File: config.mk
export PLATFORM = sky130hd
export DESIGN_NAME = ln_stat
export DESIGN_NICKNAME = d
export VERILOG_FILES = /design/src/rtl/ln_stat.sv
export SDC_FILE = /design/constraint.sdc
export NUM_CORES = 2
export LEC_CHECK = 0
export ABC_AREA = 1
export ABC_CLOCK_PERIOD_IN_PS = 12750
export BUFFER_PORTS_ARGS = -buffer_cell sky130_fd_sc_hd__buf_2
export CAP_MARGIN = 25
export CORE_AREA = 2 2 299 301
export CTS_CLUSTER_SIZE = 25
export DETAILED_ROUTE_END_ITERATION = 10
export DIE_AREA = 0 0 301 303
export GPL_TIMING_DRIVEN = 0
export PLACE_DENSITY = 0.6
export SLEW_MARGIN = 5
export SYNTH_ARGS = -nofsm -noshare
export SYNTH_HDL_FRONTEND = slang
export SYNTH_SLANG_ARGS = --single-unit
export TNS_END_PERCENT = 100
File: constraint.sdc
create_clock -name clk -period 12.75 [get_ports clk]
set_input_delay 1.9125 -clock clk [delete_from_list [all_inputs] [get_ports clk]]
set_output_delay 1.9125 -clock clk [all_outputs]
set_load 0.02 [all_outputs]
File: src/rtl/ln_stat.sv
// Streaming LayerNorm statistics: accumulates the element sum and sum of squares over
// 2^LOG2_WORDS two-lane words, then emits the floor mean and the clamped variance.
module ln_stat #(
  parameter int unsigned DWIDTH     = 32,
  parameter int unsigned LOG2_WORDS = 6
) (
  input  logic                           clk,
  input  logic                           arst,
  input  logic                           i_start,
  input  logic                           i_valid,
  input  logic [DWIDTH-1:0]              i_in,
  output logic signed [DWIDTH/2-1:0]     o_mean,
  output logic [DWIDTH-1:0]              o_var,
  output logic                           o_valid,
  output logic                           o_busy
);

  localparam int unsigned HW      = DWIDTH / 2;
  localparam int unsigned SUM_W   = HW + LOG2_WORDS + 2;
  localparam int unsigned SQ_W    = DWIDTH - 1;
  localparam int unsigned SUMSQ_W = DWIDTH + LOG2_WORDS + 1;
  localparam int unsigned SH      = LOG2_WORDS + 1;
  localparam int unsigned CNT_W   = LOG2_WORDS;
  localparam int unsigned WORDS   = 2 ** LOG2_WORDS;

  typedef enum logic [1:0] {IDLE, ACC, MEAN, VAR} state_e;

  state_e                    state_q, state_d;
  logic [CNT_W-1:0]          cnt_q, cnt_d;
  logic signed [SUM_W-1:0]   sum_q, sum_d;
  logic [SUMSQ_W-1:0]        sumsq_q, sumsq_d;
  logic signed [HW-1:0]      mean_r_q, mean_r_d;
  logic signed [HW-1:0]      mean_q, mean_d;
  logic [DWIDTH-1:0]         var_q, var_d;
  logic                      valid_q, valid_d;
  logic                      busy_q, busy_d;

  // Per-word lane datapath
  logic signed [HW-1:0]      lane0_c, lane1_c;
  logic signed [DWIDTH-1:0]  l0w_c, l1w_c;
  logic [SQ_W-1:0]           sq0_c, sq1_c;
  logic signed [SUM_W-1:0]   lane_sum_c;
  logic [SUMSQ_W-1:0]        lane_sq_c;

  assign lane0_c    = i_in[DWIDTH-1:HW];
  assign lane1_c    = i_in[HW-1:0];
  assign l0w_c      = DWIDTH'(lane0_c);
  assign l1w_c      = DWIDTH'(lane1_c);
  assign sq0_c      = SQ_W'(l0w_c * l0w_c);
  assign sq1_c      = SQ_W'(l1w_c * l1w_c);
  assign lane_sum_c = SUM_W'(lane0_c) + SUM_W'(lane1_c);
  assign lane_sq_c  = SUMSQ_W'(sq0_c) + SUMSQ_W'(sq1_c);

  // Floor mean and signed variance difference; negative results come from floor bias
  logic signed [HW-1:0]      mean_c;
  logic signed [DWIDTH:0]    msq_c;
  logic signed [DWIDTH:0]    ex2_c;
  logic signed [DWIDTH:0]    d_c;

  assign mean_c = HW'(sum_q >>> SH);
  assign msq_c  = (DWIDTH + 1)'(mean_r_q) * (DWIDTH + 1)'(mean_r_q);
  assign ex2_c  = $signed({1'b0, DWIDTH'(sumsq_q >> SH)});
  assign d_c    = ex2_c - msq_c;

  logic                      accept_c;
  logic [CNT_W-1:0]          cnt_base_c;
  logic signed [SUM_W-1:0]   sum_base_c;
  logic [SUMSQ_W-1:0]        sumsq_base_c;

  always_comb begin
    state_d      = state_q;
    cnt_d        = cnt_q;
    sum_d        = sum_q;
    sumsq_d      = sumsq_q;
    mean_r_d     = mean_r_q;
    mean_d       = mean_q;
    var_d        = var_q;
    valid_d      = 1'b0;
    accept_c     = i_valid && (i_start || (state_q == ACC));
    cnt_base_c   = i_start ? '0 : cnt_q;
    sum_base_c   = i_start ? '0 : sum_q;
    sumsq_base_c = i_start ? '0 : sumsq_q;

    // i_start from any state (re)begins a vector; a live vector is aborted silently
    if (i_start) begin
      state_d = ACC;
      cnt_d   = '0;
      sum_d   = '0;
      sumsq_d = '0;
    end else begin
      case (state_q)
        MEAN: begin
          mean_r_d = mean_c;
          state_d  = VAR;
        end
        VAR: begin
          mean_d  = mean_r_q;
          var_d   = d_c[DWIDTH] ? '0 : d_c[DWIDTH-1:0];
          valid_d = 1'b1;
          state_d = IDLE;
        end
        default: ;
      endcase
    end

    if (accept_c) begin
      sum_d   = sum_base_c + lane_sum_c;
      sumsq_d = sumsq_base_c + lane_sq_c;
      cnt_d   = cnt_base_c + CNT_W'(1);
      if (cnt_base_c == CNT_W'(WORDS - 1)) state_d = MEAN;
    end

    busy_d = (state_d != IDLE);
  end

  always_ff @(posedge clk or posedge arst) begin
    if (arst) begin
      state_q  <= IDLE;
      cnt_q    <= '0;
      sum_q    <= '0;
      sumsq_q  <= '0;
      mean_r_q <= '0;
      mean_q   <= '0;
      var_q    <= '0;
      valid_q  <= 1'b0;
      busy_q   <= 1'b0;
    end else begin
      state_q  <= state_d;
      cnt_q    <= cnt_d;
      sum_q    <= sum_d;
      sumsq_q  <= sumsq_d;
      mean_r_q <= mean_r_d;
      mean_q   <= mean_d;
      var_q    <= var_d;
      valid_q  <= valid_d;
      busy_q   <= busy_d;
    end
  end

  assign o_mean  = mean_q;
  assign o_var   = var_q;
  assign o_valid = valid_q;
  assign o_busy  = busy_q;

endmodule

== After elaboration in Yosys (flattened, before gate mapping) ==
Cells that the tools add are included.
Cells by class
  reductions and logical operators: 5
  mux-type cells: 13
  $add $sub $neg: 6
  eq/ne operators: 4
  bitwise operators: 1
  multiply operators: 3
Operators with widths (number)
  2-to-1 mux 39 bit: 2
  multiplier 16 x 16 -> 31 bit: 2
  2-to-1 mux 24 bit: 2
  adder 39 x 32 -> 39 bit: 1
  subtractor 33 x 32 -> 33 bit: 1
  adder 31 x 31 -> 32 bit: 1
  multiplier 16 x 16 -> 32 bit: 1
  2-to-1 mux 32 bit: 1
  adder 24 x 17 -> 24 bit: 1
  adder 16 x 16 -> 17 bit: 1
  2-to-1 mux 6 bit: 2
  adder 6 x 1 -> 6 bit (second input constant): 1
  == test 6 bit (second input constant): 1
  2-to-1 mux 2 bit: 3
  == test 2 bit (second input constant): 2
  one-hot mux 2 bit (2 select lines): 1
  AND reduction 2 bit: 2
  == test 2 x 1 -> 1 bit (second input constant): 1
  2-to-1 mux 1 bit: 2
  nonzero test 2 bit: 1
  logical AND 1 bit: 1
  logical OR 1 bit: 1
  NOT 1 bit: 1
Word-level totals
  bits in registers: 137
  output and inout bits: 50

== Logic depth before layout (Yosys ltp) ==
  word-level depth: 6
  mapped depth: 39

== Worst setup path before layout ==
Ideal clock, no wire load.
  path type: input to register
  start point: in i_in[1]
  end point: reg sumsq_q[33]
  buffers on the path: 2
  cell stages on the path: 35
  required time: 12633 ps
  data arrival time: 8827 ps
  slack: 3806 ps
  cell sequence: clkbuf_1 -> clkbuf_1 -> nand2_1 -> fa_1 -> inv_1 -> fa_1 -> fa_1 -> fa_1 -> fa_1 -> inv_1 -> fa_1 -> inv_1 -> ha_1 -> nand2_1 -> nor4_1 -> nand3_1 -> nand3_1 -> nand3_1 -> nand2_1 -> xnor2_1 -> fa_1 -> inv_1 -> ha_1 -> nand2_1 -> nor2_1 -> inv_1 -> nor2_1 -> and3_1 -> nand2_1 -> nand3_1 -> nand2_1 -> nand2_1 -> nand2_1 -> nand2_1 -> nand2_1
On the way
  cells in the longest elaborated chain, start to end: 4
RTL lines
  from (decl): RTL line 11  | input logic [DWIDTH-1:0] i_in,
  multiplier 16 x 16 -> 31 bit: RTL line 50  | assign sq1_c = SQ_W'(l1w_c * l1w_c);
  adder 31 x 31 -> 32 bit: RTL line 52  | assign lane_sq_c = SUMSQ_W'(sq0_c) + SUMSQ_W'(sq1_c);
  adder 39 x 32 -> 39 bit: RTL line 108  | sumsq_d = sumsq_base_c + lane_sq_c;
  2-to-1 mux 39 bit: RTL line 106  | if (accept_c) begin
  via sumsq_d[33]: RTL line 31  | logic [SUMSQ_W-1:0] sumsq_q, sumsq_d;
  to (signal assigned): RTL line 131  | sumsq_q <= sumsq_d;
  to (decl): RTL line 31
The timed path passes the listed nets, and every way through them passes these cells.
A chain may end at the register's enable or synchronous reset.

== Final worst setup path ==
  start point: in i_in[6]
  end point: reg sumsq_q[34]
The elaborated chain is that of the path after synthesis.

==> results.toml <==
[cts]
cts_resized = 0
clockBufferDepth = 2
root_buffer = "clkbuf_16"
cts.sinks = 136
cts_tree = "done"
ctsHoldBuffers = 0
cts_setup_buffers = 0
clk_pin_slew_ns = 0.07
clk_latency_ns = 0.49
cts_max_level = 4
numCtsBuffers = 17

[synthesis]
post_synth_xor_area_fraction_pct = 3.39
synth_compound_area_share_pct = 6.23
ys_warn_count = 0
synth_nets = 6062
synth.distinct_cells = 55
syn_avg_cell_area_sq_um = 8.03
netlist_area_sq_mm = 0.0393
postSynthCellCount = 4891
synthSimpleGateAreaFrac_pct = 15.8
ys.flop_type = "dfrtp_1"
async_flop_share_pct = 100
synth_adder_area_share_pct = 51.3
synth.area.mux_share_pct = 0
synth_edf_count = 0
synth-seq-cells = 136
yosysSeqAreaShare_pct = 8.66
synth_top_family_by_area = "adder cells"

[floorplanning]
io_pins = 86
die_w_microns = 301
dieArea_sq_mm = 0.0912
die_h_microns = 303
rows = 109
coreArea_sq_mm = 0.0880
initial_core_util_pct = 44.7

[setup_path]
critPathMostFrequentCell = "fa_1"
r2r-start = "mean_r_q[2]"
required_ns = 13.12
slowest_delay_ns = 0.78
crit_path_start = "i_in[6]"
crit_arrival_ns = 11.09
path_class = "primary input to flop"
path_max_fanout = 10
start_kind = "primary input"
cp-end-kind = "flop"
crit_slowest_cell = "nor4_1"

[job]
max-cap-violations = 0

[timing]
timing.final.ws_setup_ns = 2.03
grt_setup_unrepaired = "no"
tns_ns = 0
finalHoldWorstSlack_ns = 0.473
max_freq_mhz = 93.3
finalSetupViolCount = 0
slew-limit-headroom_pct = 34.8
fin_skew_ns = 0.0145
worst_pin_slew_ns = 0.978
min_period_over_period_pct = 84.1
finalHoldViolations = 0
period_needed_ns = 10.72
drv_slew = 0

[placed_design]
dp_hpwl_microns = 99600
routabilityCongestion = 0.957
dp_cells = 6139
dp_slack_ns = 1.71
port_buffers = 82

[grt]
grt_max_degree = 94
first_global_vias = 32100
antenna_found_initial = 5
grt_first_pass_wirelength_microns = 179000
grt_use_total_pct = 25.8
grt.overflow.total = 0

[routing]
remaining_drc_errors = 0
dr.pass1.iters = 6
drtIter0Drc = 2020
wl_microns = 112000
avgRoutedWirePerCell_microns = 18.2
vias_per_cell = 4.94
ant_nets = 0
vias = 30500

[layout]
areaGrowthSynthToFinish_pct = 6.42
multiInputGateArea_sq_mm = 0.0301
seq_area_sq_mm = 0.00340
fill_cells = 8866
layoutNonFillerInstCount = 6171
layout.nets = 6164
diodes = 0
drive_above_1_share_pct = 4.04

[hold_path]
hold_path.class = "flop to flop"
hp-start = "o_var[19]"

[outcome]
status = "complete, no violations"
## area by class of cell
cell class / count / share of cell area (%)
Sequential cell: 136 / 8.14
Timing Repair Buffer: 83 / 1.05
Clock inverter: 13 / 0.398
Inverter: 1395 / 12.5
Buffer: 128 / 1.22
Tap cell: 1165 / 3.49
Clock buffer: 19 / 1.08
Multi-Input combinational cell: 3232 / 72.1
## path summary, 6_finish.rpt
check	end	cells past startpoint	slack, ns
setup / recovery	sumsq_q[34]	33	2.03
hold / removal	o_var[19]	2	0.47
setup reg to reg	o_var[28]	22	5.25
hold reg to reg	o_var[19]	2	0.47
max in group asynchronous	sumsq_q[37]	3	10.53
min in group asynchronous	o_var[0]	2	1.40
## cells in the mapped netlist, types with 7 or more instances
cell type,n,area (sq um)
o21bai_1,28,210
nand2_1,997,3740
nor2_1,263,987
nor3_1,26,130
inv_1,1390,5220
ha_1,343,4290
fa_1,792,15900
and3_1,7,43.8
or2_2,20,125
nand2_2,11,68.8
clkbuf_1,107,402
buf_2,7,35.0
o21ai_1,13,65.1
o21ai_0,160,801
nand3b_1,13,97.6
dfrtp_1,136,3400
nand4_1,34,213
o21ai_2,20,175
xnor2_1,79,692
nand3_1,131,656
a21oi_1,148,741
buf_1,11,41.3
xor2_1,73,639
a21o_1,11,82.6
## flip-flops by register name, indices dropped and copies added (netlist names)
register  count
o_mean       16
o_var        32
sumsq_q      39
state_q       2
cnt_q         6
mean_r_q     16
o_valid       1
sum_q        23
o_busy        1
## logic make-up (layout without fill, tap and decap cells)
kind of cell,count (synthesis),after routing
AOI/OAI and AO/OA,426,426
DFF,136,136
xor gates and xnor gates,152,152
adders and majority gates,1135,1135
buffers and inverters,1523,1638
and+or+nand+nor,1519,1519
## worst max-delay path, delay by kind of cell
family	cells	cell delay (ns)
simple gates	12	2.63
buf+inv	9	1.70
compound gates	1	0.11
fa+ha+maj	9	4.38
xor+xnor	2	0.36
## routing by layer
metal / GRT usage (%) / routed length, microns
met4: 7.00 / 3210
met5: 0 / 27
met2: 44.4 / 54300
met3: 2.88 / 6180
met1: 34.5 / 48700
## through the flow
stage | area, sq um | utilization, %
after global placement | 41200 | 46.8
after detailed placement | 41200 | 46.8
after floorplan | 39300 | -
after global routing | 41800 | 47.5
final | 41800 | 47.5
after CTS | 41800 | 47.5
## layout by cell type (no fill, tap or decap), types with 4 or more instances in the layout
cell / netlist / layout
inv_2: 4 / 4
o21bai_1: 28 / 28
a21o_1: 11 / 11
buf_2: 7 / 89
dfrtp_1: 136 / 136
o21a_1: 4 / 4
xnor2_1: 79 / 79
nor4_1: 6 / 6
nand3b_1: 13 / 13
or2_2: 20 / 20
ha_1: 343 / 343
o21ai_2: 20 / 20
a21boi_0: 4 / 4
fa_1: 792 / 792
inv_1: 1390 / 1389
and3_1: 7 / 7
a21oi_1: 148 / 148
nand3_1: 131 / 131
nand2_1: 997 / 997
a31o_2: 5 / 5
o21ai_1: 13 / 13
nor2_1: 263 / 263
nand2_2: 11 / 11
xor2_1: 73 / 73
a211oi_1: 6 / 6
a31oi_1: 6 / 6
clkbuf_16: 0 / 17
nand4_1: 34 / 34
o21ai_0: 160 / 160
nor3_1: 26 / 26
a21oi_2: 5 / 5
clkbuf_1: 107 / 107
buf_1: 11 / 11
Power is left out: the tool's default activity adds up to more than one toggle a clock period on the data nets, which glitch-free logic cannot reach.
